<file path="src/rtl/regfile_rename.sv">
// rtl/regfile_rename.sv - rename-tagged architectural register file with registered dispatch reads
// Optional commit/flush statistics counters are built when RF_STAT_EN is defined.
module regfile_rename #(
    parameter int REG_NUM = 32,
    parameter int NICK_W  = 5,
    parameter int DATA_W  = 32
) (
    input  logic              clk,
    input  logic              rst,
    input  logic              rdy,
    input  logic              clr,
    input  logic              iROB_nick_en,
    input  logic [NICK_W-1:0] iROB_nick,
    input  logic [4:0]        iROB_nick_regnm,
    input  logic              iROB_en,
    input  logic [4:0]        iROB_rd_regnm,
    input  logic [DATA_W-1:0] iROB_rd_dt,
    input  logic [NICK_W-1:0] iROB_rd_nick,
    input  logic              iDP_en,
    input  logic [4:0]        iDP_rs1,
    input  logic [4:0]        iDP_rs2,
    output logic              oDP_en,
    output logic [DATA_W-1:0] oDP_rs1_dt,
    output logic              oDP_rs1_busy,
    output logic [NICK_W-1:0] oDP_rs1_nick,
    output logic [DATA_W-1:0] oDP_rs2_dt,
    output logic              oDP_rs2_busy,
    output logic [NICK_W-1:0] oDP_rs2_nick
`ifdef RF_STAT_EN
    ,
    output logic [31:0]       oSTAT_commit_cnt,
    output logic [31:0]       oSTAT_flush_cnt
`endif
);

    logic [DATA_W-1:0] r_val  [REG_NUM];
    logic [NICK_W-1:0] r_nick [REG_NUM];
    logic [REG_NUM-1:0] r_busy;

    logic [4:0]        w_rs      [2];
    logic              w_cmt_hit [2];
    logic [DATA_W-1:0] w_dt      [2];
    logic              w_busy    [2];
    logic [NICK_W-1:0] w_nick    [2];

    assign w_rs[0] = iDP_rs1;
    assign w_rs[1] = iDP_rs2;

    // Operand lookup sees pre-rename state, with the same-cycle commit forwarded.
    always_comb begin
        for (int p = 0; p < 2; p++) begin
            w_cmt_hit[p] = iROB_en && (iROB_rd_regnm == w_rs[p]);
            w_dt[p]      = '0;
            w_busy[p]    = 1'b0;
            w_nick[p]    = '0;
            if (w_rs[p] != 5'd0) begin
                if (clr) begin
                    w_dt[p] = w_cmt_hit[p] ? iROB_rd_dt : r_val[w_rs[p]];
                end else if (w_cmt_hit[p] && (iROB_rd_nick == r_nick[w_rs[p]])) begin
                    w_dt[p] = iROB_rd_dt;
                end else begin
                    w_dt[p]   = r_val[w_rs[p]];
                    w_busy[p] = r_busy[w_rs[p]];
                    w_nick[p] = r_busy[w_rs[p]] ? r_nick[w_rs[p]] : '0;
                end
            end
        end
    end

    // Rename beats a same-cycle commit for busy/nick; a flush beats both.
    always_ff @(posedge clk or posedge rst) begin
        if (rst) begin
            for (int i = 0; i < REG_NUM; i++) begin
                r_val[i]  <= '0;
                r_nick[i] <= '0;
            end
            r_busy <= '0;
        end else if (rdy) begin
            for (int i = 1; i < REG_NUM; i++) begin
                if (iROB_en && (iROB_rd_regnm == 5'(i))) begin
                    r_val[i] <= iROB_rd_dt;
                end
                if (clr) begin
                    r_busy[i] <= 1'b0;
                    r_nick[i] <= '0;
                end else if (iROB_nick_en && (iROB_nick_regnm == 5'(i))) begin
                    r_busy[i] <= 1'b1;
                    r_nick[i] <= iROB_nick;
                end else if (iROB_en && (iROB_rd_regnm == 5'(i)) && (r_nick[i] == iROB_rd_nick)) begin
                    r_busy[i] <= 1'b0;
                    r_nick[i] <= '0;
                end
            end
        end
    end

    always_ff @(posedge clk or posedge rst) begin
        if (rst) begin
            oDP_en       <= 1'b0;
            oDP_rs1_dt   <= '0;
            oDP_rs1_busy <= 1'b0;
            oDP_rs1_nick <= '0;
            oDP_rs2_dt   <= '0;
            oDP_rs2_busy <= 1'b0;
            oDP_rs2_nick <= '0;
        end else if (rdy) begin
            oDP_en <= iDP_en;
            if (iDP_en) begin
                oDP_rs1_dt   <= w_dt[0];
                oDP_rs1_busy <= w_busy[0];
                oDP_rs1_nick <= w_nick[0];
                oDP_rs2_dt   <= w_dt[1];
                oDP_rs2_busy <= w_busy[1];
                oDP_rs2_nick <= w_nick[1];
            end
        end
    end

`ifdef RF_STAT_EN
    always_ff @(posedge clk or posedge rst) begin
        if (rst) begin
            oSTAT_commit_cnt <= '0;
            oSTAT_flush_cnt  <= '0;
        end else if (rdy) begin
            if (iROB_en) begin
                oSTAT_commit_cnt <= oSTAT_commit_cnt + 32'd1;
            end
            if (clr) begin
                oSTAT_flush_cnt <= oSTAT_flush_cnt + 32'd1;
            end
        end
    end
`endif

endmodule

</file>
<file path="config.mk">
export PLATFORM = sky130hd
export DESIGN_NAME = regfile_rename
export DESIGN_NICKNAME = d
export VERILOG_FILES = /design/src/rtl/regfile_rename.sv
export SDC_FILE = /design/constraint.sdc
export NUM_CORES = 2
export LEC_CHECK = 0
export CAP_MARGIN = 20
export CORE_MARGIN = 2
export CORE_UTILIZATION = 38
export CTS_CLUSTER_SIZE = 28
export DETAILED_ROUTE_END_ITERATION = 8
export GPL_TIMING_DRIVEN = 0
export HOLD_SLACK_MARGIN = 0.06
export PLACE_DENSITY = 0.61
export SYNTH_ARGS = -nofsm -noshare
export SYNTH_HDL_FRONTEND = slang
export SYNTH_SLANG_ARGS = --single-unit
</file>
<file path="constraint.sdc">
create_clock -name clk -period 135.3 [get_ports clk]
set_input_delay 40.59 -clock clk [delete_from_list [all_inputs] [get_ports clk]]
set_output_delay 40.59 -clock clk [all_outputs]
set_load 0.03 [all_outputs]
</file>
---- After elaboration in Yosys (flattened, before gate mapping) ----
Cells that the tools add are included.
word-level totals
  register bits after elaboration ......... 1255
  output and inout port bits .............. 77
  word-level logic and storage cells ...... 620
operators by class
  order comparisons ....................... 4
  equal/unequal tests ..................... 97
  multiplexer cells ....................... 224
  bitwise operators ....................... 2
  reductions and logical operators ........ 193
operators by type and width
  cell                  number
  $mux W5               105
  $mux W32              12
  $bmux W32 S5          2
  $eq A5 B5 Y1          35
  $eq A5 B5 Y1 const B  32
  $reduce_and A2 Y1     63
  $mux W1               101
  $logic_and A1 B1 Y1   97
  $reduce_bool A3 Y1    31
  $eq A5 B4 Y1 const B  16
  $bmux W5 S5           2
  $eq A5 B3 Y1 const B  8
  $eq A5 B2 Y1 const B  4
  $ge A6 B6 Y1 const B  2
  $lt A5 B6 Y1 const B  2
  $not A5 Y6            2
  $bmux W1 S5           2
  $eq A5 B1 Y1 const B  2
  $reduce_bool A5 Y1    2

---- Logic depth before layout (Yosys ltp) ----
  word-level depth ........................ 9
  gate-level depth with buffers ........... 15
  depth with buffers taken out ............ 8

---- Least setup slack after synthesis ----
No wires, ideal clock.
  path type ............................... input to register
  start point ............................. in iDP_rs2[1]
  end point ............................... reg oDP_rs2_dt[31]
  library setup time ...................... 120 ps
  arrival time ............................ 43177 ps
  data required time ...................... 135180 ps
  path slack .............................. 92004 ps
  stages .................................. 12
  cell sequence ........................... buf_4 -> buf_6 -> buf_6 -> buf_4 -> buf_2 -> buf_2 -> buf_1 -> mux4_2 -> mux4_2 -> o211ai_1 -> o21ai_0 -> a31o_1
between the ends
  word-level cells in the longest chain between the ends .. 9
RTL lines
  what                                         RTL line    RTL
  start, declared                              21          input logic [4:0] iDP_rs2,
  $not A5 Y6 (implied by the code)             58, 59, 62
  $bmux W5 S5                                  59          end else if (w_cmt_hit[p] && (iROB_rd_nick == r_nick[w_rs[p]])) begin
  $mux W5 (implied by the code) (2 in series)  59
  $eq A5 B5 Y1                                 59
  $logic_and A1 B1 Y1                          59
  $mux W32                                     59
  $mux W32                                     57          if (clr) begin
  $mux W32 (*)                                 56          if (w_rs[p] != 5'd0) begin
  end signal, assigned                         112         oDP_rs2_dt <= w_dt[1];
  end, declared                                26          output logic [DATA_W-1:0] oDP_rs2_dt,
Every way passes the cells marked *; elsewhere a longest branch is shown, timed or not. The select of a mux whose other input is x is not followed.
A chain may end at the register's enable or synchronous reset.

---- Final worst setup path ----
  start point ............................. in iDP_rs1[1]
  end point ............................... reg oDP_rs1_dt[23]
between the ends
  word-level cells in the longest chain between the ends .. 9
RTL lines
  what                                         RTL line    RTL
  start, declared                              20          input logic [4:0] iDP_rs1,
  $not A5 Y6 (implied by the code)             58, 59, 62
  $bmux W5 S5                                  59
  $mux W5 (implied by the code) (2 in series)  59
  $eq A5 B5 Y1                                 59
  $logic_and A1 B1 Y1                          59
  $mux W32                                     59
  $mux W32                                     57
  $mux W32 (*)                                 56
  end signal, assigned                         109         oDP_rs1_dt <= w_dt[0];
  end, declared                                23          output logic [DATA_W-1:0] oDP_rs1_dt,
Marked as above.

==> results_dict.tcl <==
set metrics [dict create \
    synth_top_cell_area_share 0.466 \
    synthTopCellsByArea "dfrtp_1, mux4_2, mux2_2" \
    cp.depth 13 \
    slowest_delay_ns 0.97 \
    cp.arrival_ns 46.09 \
    drive_gt1_frac 0.236 \
    yosysTopAreaCell "dfrtp_1" \
    rows 154 \
    cts.clk_slew.worst_paths_ns 0.06 \
    drc 0 \
    num_vias 55358 \
    syn_avg_cell_area_sq_um 12.2 \
    power.leakage_nw 33.0 \
    peakVddDrop_mv 0.0161 \
    worst-r2r-cell-count 10 \
    report.final.slew_viol_count 1 \
    fillCellCount 16305 \
    ys.flop_type "dfrtp_1" \
    initial_core_util 0.382 \
    root_buffer "clkbuf_16" \
    crit_family "compound AO/OA/AOI/OAI gates" \
    clock_sinks 1255 \
    core_area_sq_mm 0.176 \
    h-tree-depth 4 \
    grt_pass1_wl_mm 420 \
    cpMaxStageDelayCell "o21a_1" \
    post-route-util 0.440 \
    dieArea_sq_mm 0.181 \
    hold_depth 1 \
    syn_inst 5544 \
    viasPerCell 6.62 \
    detail_route.wl_per_cell_um 36.1 \
    hold_violations 0 \
    yosysSeqAreaShare 0.466 \
    min_period_ns 45.45 \
    synthToLayoutAreaGrowth_pct 15.2 \
    ys_top_cells_by_count "dfrtp_1, nand2_1, o21ai_0" \
    post_cts_buffers 0 \
    post_cts_resized 0 \
    min_from "oDP_rs1_busy" \
    whs_endpoint "oDP_rs1_busy" \
    crit_type "in -> reg" \
    crit_path_start "iDP_rs1[1]" \
    timing.rr.start "r_nick[34]" \
    die_x_um 425 \
    die_y_um 425 \
    place_congestion 1.02 \
    worst_pin_slew_ns 1.47 \
    rsz0062_at_grt "false" \
    crit_path_end_kind "flip-flop" \
    violations "capacitance limit, slew limit" \
    netlist_area_sq_mm 0.0674 \
    synth_nets 5613 \
    ant_nets 0 \
    cts_buffers 141 \
    finalNetCount 5957 \
    worst-path-max-fanout 10 \
    critPathLaunchType "input pin" \
    cts_tree "built" \
    pin_count 146 \
    worstSkewPairLatency_ns 0.84 \
    final_min_period_over_clock_period 0.336 \
    worstReg2RegEnd "oDP_rs1_dt[23]" \
    cp.required_ns 135.94 \
    clock_skew_ns 0.0615 \
    grt-ovfl-total 0 \
    finalSetupViolCount 0 \
    dr.pass1.iters 8 \
    synth_warnings 38 \
    dr.first_iter.drc_count 7923 \
    drv_cap 1 \
    hold_slack_ns 0.480 \
    cp_common_cell "buf_4" \
    grt_max_degree 130 \
    io_buffers 134 \
    antenna_found_initial 25 \
    min_path_type "reg -> reg" \
    clock.fmax_mhz 22.0 \
    wirelength_mm 302 \
    relSlewSlack -0.00588 \
    tns_ns 0 \
    synthArstFlopShare 1.00 \
    place_hpwl_mm 220 \
    synth_most_common_cell "dfrtp_1" \
    status "finished with violations" \
    yosysUniqueCellTypes 68 \
    power_density_mw_per_mm2 13.4 \
    synth-edff-count 0 \
    ys_ff_latch 1255 \
    clockBufferDepth 3 \
    cts-hold-fix-buffers 0 \
    critPathBufInv 5 \
    r2r_setup_slack_ns 130.32 \
    track_usage 0.331 \
    crit_chain "clkdlybuf4s50_1 -> buf_4 -> buf_4 -> nor2_1 -> o2bb2ai_1 -> a211oi_1 -> o31ai_1 -> xor2_1 -> nand4_1 -> buf_16 -> o21a_1 -> clkbuf_1 -> o211ai_1" \
    grt_pass1_vias 53797 \
]
## stage by stage
step / power (mW) / worst slack (ns) / std cells / cell area [sq um]
after global routing: 1.07 / 90.02 / 8334 / 77600
after detailed placement: 0.639 / 89.39 / 8077 / 72800
after CTS: 1.03 / 90.22 / 8323 / 77500
after global placement: 0.631 / 44.05 / 8018 / 71700
after floorplan: 0.568 / 59.34 / 5544 / 67400
final: 1.04 / 89.85 / 8358 / 77600
## power by group
part | internal (mW) | switching (mW) | leakage, nW
clock | 0.229 | 0.173 | 2.31
combinational | 0.0848 | 0.103 | 13.9
sequential | 0.418 | 0.0344 | 16.8
total | 0.731 | 0.310 | 33.0
## cell type report
| class | count | area (sq um) | area share |
|---|---|---|---|
| Tap cell | 2340 | 2930 | 0.0377 |
| Timing Repair Buffer | 201 | 2440 | 0.0315 |
| Antenna cell | 27 | 67.6 | 0.000870 |
| Inverter | 49 | 191 | 0.00247 |
| Clock inverter | 39 | 571 | 0.00735 |
| Sequential cell | 1255 | 31400 | 0.404 |
| Buffer | 549 | 2460 | 0.0317 |
| Multi-Input combinational cell | 3691 | 33400 | 0.430 |
| Clock buffer | 207 | 4170 | 0.0537 |
## worst register-to-register path, stage by stage (launching register included)
cell and delay (ns):
dfrtp_1 0.47, mux4_2 0.50, o2bb2ai_1 0.14, a211oi_1 0.09
o31ai_1 0.92, xor2_1 0.16, nand4_1 0.60, buf_16 0.24
o21a_1 0.98, clkbuf_1 0.58, o211ai_1 0.16
## state kept, by name, indices dropped and copies added, names as in the netlist
register and count:
oDP_rs2_busy 1, oDP_en 1, oDP_rs1_nick 5, r_val 992
oDP_rs1_busy 1, r_nick 155, oDP_rs2_dt 32, oDP_rs2_nick 5
r_busy 31, oDP_rs1_dt 32
## how the worst max path moves through the flow
stage,end,slack (ns)
final,oDP_rs1_dt[23],89.85
after global routing,oDP_rs1_dt[23],90.02
after CTS,oDP_rs1_dt[23],90.22
after detailed placement,oDP_rs1_dt[23],89.39
after global placement,r_val[580],44.05
after floorplan,oDP_en,59.34
## layout by cell type (no fill, tap or decap), drive strengths merged, types with 34 or more instances in the layout
master,count
dfrtp,1255
mux2,391
buf,213
nand2b,38
mux4,613
a22o,191
mux2i,82
inv,59
a221oi,38
a21oi,80
o21ai,752
nand2,824
nor2,138
nand4,37
a21o,34
o211ai,57
xor2,75
xnor2,98
clkbuf,609
clkdlybuf4s50,134
## per-layer routing
metal	wire length [um]	GRT usage	vias up
met1	112000	0.422	28747
met4	22700	0.213	22
met2	129000	0.474	4090
met3	37900	0.123	1064
li1	-	-	21435
met5	138	0	-
## kinds of logic after synthesis
family	after synthesis	synth area share
buffers and inverters	598	0.0392
and+or+nand+nor	1133	0.0690
xor gates and xnor gates	173	0.0225
muxes	1086	0.283
DFF	1255	0.466
AOI/OAI and AO/OA	1299	0.121
Note: power is estimated with default switching activity, not from simulation.
